File: src/rtl/scan_display_pkg.sv
// Shared types and constants for the scanned hex display.
// SEG_HEX holds active-low segment patterns, bit order gfedcba, indexed by nibble value.
package scan_display_pkg;

   typedef logic [6:0] seg7_t;

   localparam seg7_t SEG_BLANK = 7'h7F;

   localparam seg7_t SEG_HEX [16] = '{
      7'b1000000,   // 0
      7'b1111001,   // 1
      7'b0100100,   // 2
      7'b0110000,   // 3
      7'b0011001,   // 4
      7'b0010010,   // 5
      7'b0000010,   // 6
      7'b1111000,   // 7
      7'b0000000,   // 8
      7'b0010000,   // 9
      7'b0001000,   // A
      7'b0000011,   // b
      7'b1000110,   // C
      7'b0100001,   // d
      7'b0000110,   // E
      7'b0001110    // F
   };

endpackage

File: src/rtl/scan_hex_display_if.sv
// Bus between a datapath and the scanned hex display.
// The master side supplies digits, decimal points, load strobe and blanking.
// The slave side (the display driver) returns segment, decimal point, anode and frame tick.
interface scan_hex_display_if #(
   parameter int NUM_DIGITS = 8
);

   logic [4*NUM_DIGITS-1:0] value_in;
   logic [NUM_DIGITS-1:0]   dp_in;
   logic                    load;
   logic [NUM_DIGITS-1:0]   blank_in;
   logic [6:0]              seg_out;
   logic                    dp_out;
   logic [NUM_DIGITS-1:0]   an_out;
   logic                    frame_tick;

   modport master (
      output value_in, dp_in, load, blank_in,
      input  seg_out, dp_out, an_out, frame_tick
   );

   modport slave (
      input  value_in, dp_in, load, blank_in,
      output seg_out, dp_out, an_out, frame_tick
   );

endinterface

File: src/rtl/seg7_hex_decode.sv
// Combinational nibble to active-low seven-segment decoder.
// Any nibble that does not match a defined hex value leaves the digit dark.
module seg7_hex_decode
   import scan_display_pkg::*;
(
   input  logic [3:0] nibble_i,
   output seg7_t      seg_o
);

   // Table lookup by explicit compare so unknown inputs fall through to blank.
   always_comb begin
      seg_o = SEG_BLANK;
      for (int i = 0; i < 16; i++) begin
         if (nibble_i == 4'(i)) begin
            seg_o = SEG_HEX[i];
         end
      end
   end

endmodule

File: src/rtl/scan_hex_display.sv
// Time-multiplexed N-digit hex display driver for common-anode boards.
// Values are loaded into a pending buffer and only become visible at a frame
// boundary, so a frame never mixes old and new digits. Each digit slot begins
// with a few dark cycles to avoid ghosting on the previous digit's anode.
// Optional feature macro: LEADING_ZERO_SUPPRESS_EN (darkens leading zero digits).
module scan_hex_display
   import scan_display_pkg::*;
#(
   parameter int NUM_DIGITS   = 8,
   parameter int SLOT_CYCLES  = 100000,
   parameter int BLANK_CYCLES = 16
) (
   input logic               Clk,
   input logic               Rst,
   scan_hex_display_if.slave disp
);

   localparam int SLOT_W = $clog2(SLOT_CYCLES);
   localparam int DIG_W  = $clog2(NUM_DIGITS);

   logic [SLOT_W-1:0]       slotCnt_q, slotCnt_d;
   logic [DIG_W-1:0]        digIdx_q, digIdx_d;
   logic [4*NUM_DIGITS-1:0] pendVal_q, pendVal_d;
   logic [NUM_DIGITS-1:0]   pendDp_q, pendDp_d;
   logic                    pendValid_q, pendValid_d;
   logic [4*NUM_DIGITS-1:0] shownVal_q, shownVal_d;
   logic [NUM_DIGITS-1:0]   shownDp_q, shownDp_d;
   logic                    frameStart_q;
   logic                    frameTick_q;
   seg7_t                   seg_q, seg_d;
   logic                    dp_q, dp_d;
   logic [NUM_DIGITS-1:0]   an_q, an_d;

   logic                    slotLast;
   logic                    digLast;
   logic                    frameWrap;
   logic [3:0]              curNibble;
   seg7_t                   decSeg;
   logic                    inBlankWin;
   logic                    suppress;
   logic                    digDark;

   assign slotLast   = (slotCnt_q == SLOT_W'(SLOT_CYCLES - 1));
   assign digLast    = (digIdx_q == DIG_W'(NUM_DIGITS - 1));
   assign frameWrap  = slotLast && digLast;
   assign curNibble  = shownVal_q[{digIdx_q, 2'b00} +: 4];
   assign inBlankWin = (slotCnt_q < SLOT_W'(BLANK_CYCLES));

   seg7_hex_decode u_decode (
      .nibble_i (curNibble),
      .seg_o    (decSeg)
   );

`ifdef LEADING_ZERO_SUPPRESS_EN
   logic [DIG_W-1:0] keepTop;

   // Highest digit that must stay lit: top nonzero nibble or top lit decimal point, never below digit 0.
   always_comb begin
      keepTop = '0;
      for (int i = 1; i < NUM_DIGITS; i++) begin
         if ((shownVal_q[4*i +: 4] != 4'h0) || shownDp_q[i]) begin
            keepTop = DIG_W'(i);
         end
      end
      suppress = (digIdx_q > keepTop);
   end
`else
   assign suppress = 1'b0;
`endif

   assign digDark = disp.blank_in[digIdx_q] | suppress;

   // Prescaler and digit counter advance: slot counter wraps, then the digit index steps.
   always_comb begin
      slotCnt_d = slotLast ? '0 : slotCnt_q + SLOT_W'(1);
      digIdx_d  = digIdx_q;
      if (slotLast) begin
         digIdx_d = digLast ? '0 : digIdx_q + DIG_W'(1);
      end
   end

   // Pending/shown buffering: promote at frame wrap, and a same-cycle load refills pending.
   always_comb begin
      pendVal_d   = pendVal_q;
      pendDp_d    = pendDp_q;
      pendValid_d = pendValid_q;
      shownVal_d  = shownVal_q;
      shownDp_d   = shownDp_q;
      if (frameWrap && pendValid_q) begin
         shownVal_d  = pendVal_q;
         shownDp_d   = pendDp_q;
         pendValid_d = 1'b0;
      end
      if (disp.load) begin
         pendVal_d   = disp.value_in;
         pendDp_d    = disp.dp_in;
         pendValid_d = 1'b1;
      end
   end

   // Pin values for the current slot: dark during the anti-ghost window or when the digit is dark.
   always_comb begin
      seg_d = SEG_BLANK;
      dp_d  = 1'b1;
      an_d  = '1;
      if (!inBlankWin && !digDark) begin
         an_d  = ~(NUM_DIGITS'(1) << digIdx_q);
         seg_d = decSeg;
         dp_d  = ~shownDp_q[digIdx_q];
      end
   end

   // Scan position registers.
   always_ff @(posedge Clk or posedge Rst) begin
      if (Rst) begin
         slotCnt_q <= '0;
         digIdx_q  <= '0;
      end else begin
         slotCnt_q <= slotCnt_d;
         digIdx_q  <= digIdx_d;
      end
   end

   // Pending and shown digit/decimal-point buffers.
   always_ff @(posedge Clk or posedge Rst) begin
      if (Rst) begin
         pendVal_q   <= '0;
         pendDp_q    <= '0;
         pendValid_q <= 1'b0;
         shownVal_q  <= '0;
         shownDp_q   <= '0;
      end else begin
         pendVal_q   <= pendVal_d;
         pendDp_q    <= pendDp_d;
         pendValid_q <= pendValid_d;
         shownVal_q  <= shownVal_d;
         shownDp_q   <= shownDp_d;
      end
   end

   // Output registers; frame tick is delayed one extra stage to line up with digit 0's first output.
   always_ff @(posedge Clk or posedge Rst) begin
      if (Rst) begin
         seg_q        <= SEG_BLANK;
         dp_q         <= 1'b1;
         an_q         <= '1;
         frameStart_q <= 1'b0;
         frameTick_q  <= 1'b0;
      end else begin
         seg_q        <= seg_d;
         dp_q         <= dp_d;
         an_q         <= an_d;
         frameStart_q <= frameWrap;
         frameTick_q  <= frameStart_q;
      end
   end

   assign disp.seg_out    = seg_q;
   assign disp.dp_out     = dp_q;
   assign disp.an_out     = an_q;
   assign disp.frame_tick = frameTick_q;

endmodule
File: src/flat_wrapper.sv
// flat-port wrapper written by rule: the top's interface ports become plain ports
module scan_hex_display_flat import scan_display_pkg::*;
#(
   parameter int NUM_DIGITS   = 8,
   parameter int SLOT_CYCLES  = 100000,
   parameter int BLANK_CYCLES = 16
)
  (Clk, Rst, disp_value_in, disp_dp_in, disp_load, disp_blank_in, disp_seg_out, disp_dp_out, disp_an_out, disp_frame_tick);
  scan_hex_display_if #(.NUM_DIGITS(NUM_DIGITS)) disp_i ();
  input logic Clk;
  input logic Rst;
  input wire logic [$bits(disp_i.value_in)-1:0] disp_value_in;
  input wire logic [$bits(disp_i.dp_in)-1:0] disp_dp_in;
  input wire logic [$bits(disp_i.load)-1:0] disp_load;
  input wire logic [$bits(disp_i.blank_in)-1:0] disp_blank_in;
  output wire logic [$bits(disp_i.seg_out)-1:0] disp_seg_out;
  output wire logic [$bits(disp_i.dp_out)-1:0] disp_dp_out;
  output wire logic [$bits(disp_i.an_out)-1:0] disp_an_out;
  output wire logic [$bits(disp_i.frame_tick)-1:0] disp_frame_tick;
  assign disp_i.value_in = disp_value_in;
  assign disp_i.dp_in = disp_dp_in;
  assign disp_i.load = disp_load;
  assign disp_i.blank_in = disp_blank_in;
  assign disp_seg_out = disp_i.seg_out;
  assign disp_dp_out = disp_i.dp_out;
  assign disp_an_out = disp_i.an_out;
  assign disp_frame_tick = disp_i.frame_tick;
  scan_hex_display #(.NUM_DIGITS(NUM_DIGITS), .SLOT_CYCLES(SLOT_CYCLES), .BLANK_CYCLES(BLANK_CYCLES)) u_core (.Clk(Clk), .Rst(Rst), .disp(disp_i));
endmodule
File: config.mk
export PLATFORM = sky130hd
export DESIGN_NAME = scan_hex_display_flat
export DESIGN_NICKNAME = d
export VERILOG_FILES = /design/src/rtl/scan_display_pkg.sv /design/src/rtl/scan_hex_display_if.sv /design/src/rtl/seg7_hex_decode.sv /design/src/rtl/scan_hex_display.sv /design/src/flat_wrapper.sv
export SDC_FILE = /design/constraint.sdc
export NUM_CORES = 1
export LEC_CHECK = 0
export CAP_MARGIN = 40
export CORE_ASPECT_RATIO = 0.8
export CORE_MARGIN = 2
export CORE_UTILIZATION = 49
export DETAILED_ROUTE_END_ITERATION = 8
export PLACE_DENSITY = 0.72
export SKIP_CTS_REPAIR_TIMING = 1
export SLEW_MARGIN = 40
export SYNTH_ARGS = -nofsm -noshare
export SYNTH_HDL_FRONTEND = slang
export SYNTH_SLANG_ARGS = --single-unit
File: constraint.sdc
create_clock -name Clk -period 3.8 [get_ports Clk]
set_input_delay 0.76 -clock Clk [delete_from_list [all_inputs] [get_ports Clk]]
set_output_delay 0.76 -clock Clk [all_outputs]
set_load 0.02 [all_outputs]
==> impl_metrics.py <==
metrics = {
    "sta": {
        "setup_violations": 0,
        "slew_headroom_pct": 49.3,
        "worst_pin_slew_ps": 755,
        "finalHoldViolations": 0,
        "drv_slew": 0,
        "fin_setup_tns_ps": 0,
        "skew_ps": 6.44,
        "finalCritPeriodShare_pct": 70.2,
        "final.min_clock_period_ps": 2670,
        "setup_slack_ps": 1130,
        "fmax_mhz": 375,
        "rsz0062_at_grt": "false",
    },
    "clock_tree": {
        "cts_tree": "built",
        "root_buffer": "clkbuf_16",
        "htreeDepth": 4,
        "insertion_delay_ps": 410,
        "cts.clk_slew.worst_paths_ps": 50,
        "cts_buffers": 17,
        "cts_buffer_depth": 2,
        "cts.sinks": 119,
    },
    "route": {
        "drtIter0Drc": 169,
        "wl_per_cell_um": 15.9,
        "routed_wl_mm": 9.34,
        "drt_first_pass_iters": 4,
        "vias": 3076,
        "via_per_inst": 5.25,
        "ant_nets": 0,
        "drc": 0,
    },
    "setup_path": {
        "crit_required_ps": 4080,
        "worstSetupPathType": "reg2reg",
        "crit_path_max_fanout": 11,
        "regToRegEndpoint": "u_core.disp.seg_out[2]",
        "critPathMaxStageDelay_ps": 760,
        "reg2reg_depth": 5,
        "worstPathArrival_ps": 2950,
        "crit_buf_inv": 0,
        "cp-end-kind": "flop",
        "cpMaxStageDelayCell": "dfrtp_1",
        "r2r_slack_ps": 1130,
        "r2r-start": "u_core.digIdx_q[0]",
        "critPathTopFamily": "simple AND/OR/NAND/NOR gates",
        "path_cells": "mux4_2 -> or2_2 -> o21ai_0 -> nor2b_1 -> o311ai_1",
        "start_kind": "flop",
    },
    "global_route": {
        "antenna_found_initial": 0,
        "grt-ovfl-total": 0,
        "gr-usage-all-layers_pct": 18.0,
        "grt_first_pass_wirelength_mm": 15.5,
        "grt_max_degree": 120,
        "grt_pass1_vias": 3059,
    },
    "floorplan": {
        "initial_core_util_pct": 50.2,
        "io_pins": 68,
        "die_area_mm2": 0.0113,
        "rows": 33,
        "chipHeight_um": 95.6,
        "core_mm2": 0.0102,
        "die_x_um": 119,
    },
    "yosys": {
        "synth_area_leader_cell": "dfrtp_1",
        "synth.avg_cell_area_um2": 14.3,
        "synth.cell_area_mm2": 0.00514,
        "ys_types": 43,
        "ys_seq_area_share_pct": 58.3,
        "synth_nets": 418,
        "netlist_instances": 360,
        "yosys_register_bits": 119,
        "ys_warn_count": 0,
        "synth_top_area_share_pct": 50.1,
        "synth_area_leaders": "dfrtp_1, mux2_2, dfstp_2, mux4_2, ha_1",
    },
    "power": {
        "leakagePower_nw": 2.82,
        "ir_drop_uv": 340,
        "powerDensity_mw_per_mm2": 465,
    },
    "finish": {
        "syn_to_final_growth_pct": 26.2,
        "regArea_mm2": 0.00300,
        "nets": 491,
        "diodes": 0,
        "multi_input_area_mm2": 0.00200,
        "drive_above_1_share_pct": 33.2,
        "fillers": 796,
    },
    "hold_path": {
        "holdPathStages": 0,
        "hold_path.startpoint": "u_core.frameStart_q",
        "holdPathEnd": "u_core.disp.frame_tick",
        "min_path_type": "reg2reg",
    },
    "place": {
        "io_buffer_count": 67,
        "pre_cts_ws_ps": 938,
        "hpwl_mm": 6.17,
        "gp_congestion": 0.742,
    },
    "outcome": {
        "status": "finished clean",
    },
    "job": {
        "max-cap-violations": 0,
    },
}
## worst max path at each step
stage	start	cells past startpoint	slack, ps	to
6_report	u_core.digIdx_q[0]	5	1130	u_core.disp.seg_out[2]
5_1_grt	u_core.digIdx_q[0]	5	970	u_core.disp.seg_out[2]
4_1_cts	u_core.digIdx_q[1]	5	1070	u_core.disp.seg_out[6]
3_5_place_dp	disp_blank_in[3]	6	940	u_core.disp.seg_out[2]
3_3_place_gp	disp_blank_in[3]	6	990	u_core.disp.seg_out[2]
2_1_floorplan	Rst	1	1600	u_core.digIdx_q[0]
## routing by layer
layer	vias to the layer above	share of wire, %	track usage (%)
met1	1552	47	23.7
met4	0	1.7	8.83
met3	15	5.7	5.02
li1	1428	-	-
met2	81	46	28.0
met5	-	0	0
## worst reg2reg max path, stage by stage (launching register included)
cell      delay [ps]
dfrtp_1          760
mux4_2           610
or2_2            300
o21ai_0           80
nor2b_1          570
o311ai_1         230
## metrics by stage
| stage | hold WS (ps) | instance area [µm²] | power, mW | util (%) | instances |
|---|---|---|---|---|---|
| floorplan | 331 | 5140 | 1.44 | - | 360 |
| global placement | 344 | 5910 | 1.51 | 57.7 | 554 |
| detailed placement | 337 | 5910 | 1.52 | 57.8 | 554 |
| CTS | 361 | 6480 | 3.05 | 63.3 | 586 |
| global route | 373 | 6490 | 3.11 | 63.3 | 586 |
| finish | 359 | 6490 | 3.01 | 63.3 | 586 |
## synth_stat cells (all sizes together)
cell type / count
nor2: 15
buf: 14
nand3: 11
nor3b: 2
nor3: 5
nor2b: 2
nand4: 4
a21boi: 1
o211ai: 3
clkinv: 1
nor4: 5
xnor2: 10
and2b: 2
clkbuf: 3
o21bai: 2
dfstp: 16
nand2: 21
or4: 1
a211oi: 1
xor2: 6
ha: 7
or2: 2
dfrtp: 103
and4: 1
o21ai: 7
o311ai: 1
and2: 1
and3: 2
inv: 8
a21oi: 3
mux2i: 5
mux4: 12
mux2: 81
o221ai: 1
or3: 1
## state kept, by name, summed over array words and instances (netlist names)
signal                  flops
u_core.shownDp_q            8
u_core.digIdx_q             3
u_core.frameStart_q         1
u_core.slotCnt_q           17
u_core.disp.seg_out         7
u_core.pendVal_q           32
u_core.shownVal_q          32
u_core.disp.frame_tick      1
u_core.pendValid_q          1
u_core.disp.an_out          8
u_core.pendDp_q             8
u_core.disp.dp_out          1
## layout by cell type, fill, tap and decap left out, types with 3 or more instances in the layout
cell	count
mux2i_2	4
mux4_2	9
buf_4	4
dfstp_2	16
nor2_1	15
a21oi_1	3
o211ai_1	3
clkbuf_16	17
clkinv_2	5
mux4_1	3
nor3_1	4
nand3_1	11
nand2_1	21
dfrtp_1	103
clkinvlp_4	3
clkbuf_1	4
nand4_1	4
clkdlybuf4s50_1	66
inv_1	6
xnor2_1	10
ha_1	7
nor4_1	5
mux2_2	79
xor2_1	6
o21ai_0	7
## cell type report
type	instances	share of cell area (%)
clock buffers	23	7.21
clock inverters	9	1.54
inverters	9	0.579
multi-input cells	215	30.8
flip-flops and latches	119	46.2
well taps	140	2.70
repair buffers	71	11.0
## kinds of logic after synthesis
group           after synthesis  share of synthesized area (%)
fa+ha+maj                     7                           1.70
compound gates               19                           2.46
xor+xnor                     16                           2.73
buf+inv                      26                           2.97
simple gates                 75                           7.47
mux                          98                           24.3
flops                       119                           58.3
## power by group
group	switching (mW)	internal (mW)	total, mW	leakage, nW
clock network	0.525	0.991	1.52	0.277
registers	0.0250	1.32	1.34	1.50
logic	0.0598	0.0943	0.154	1.04
(Power assumes the default switching activity.)
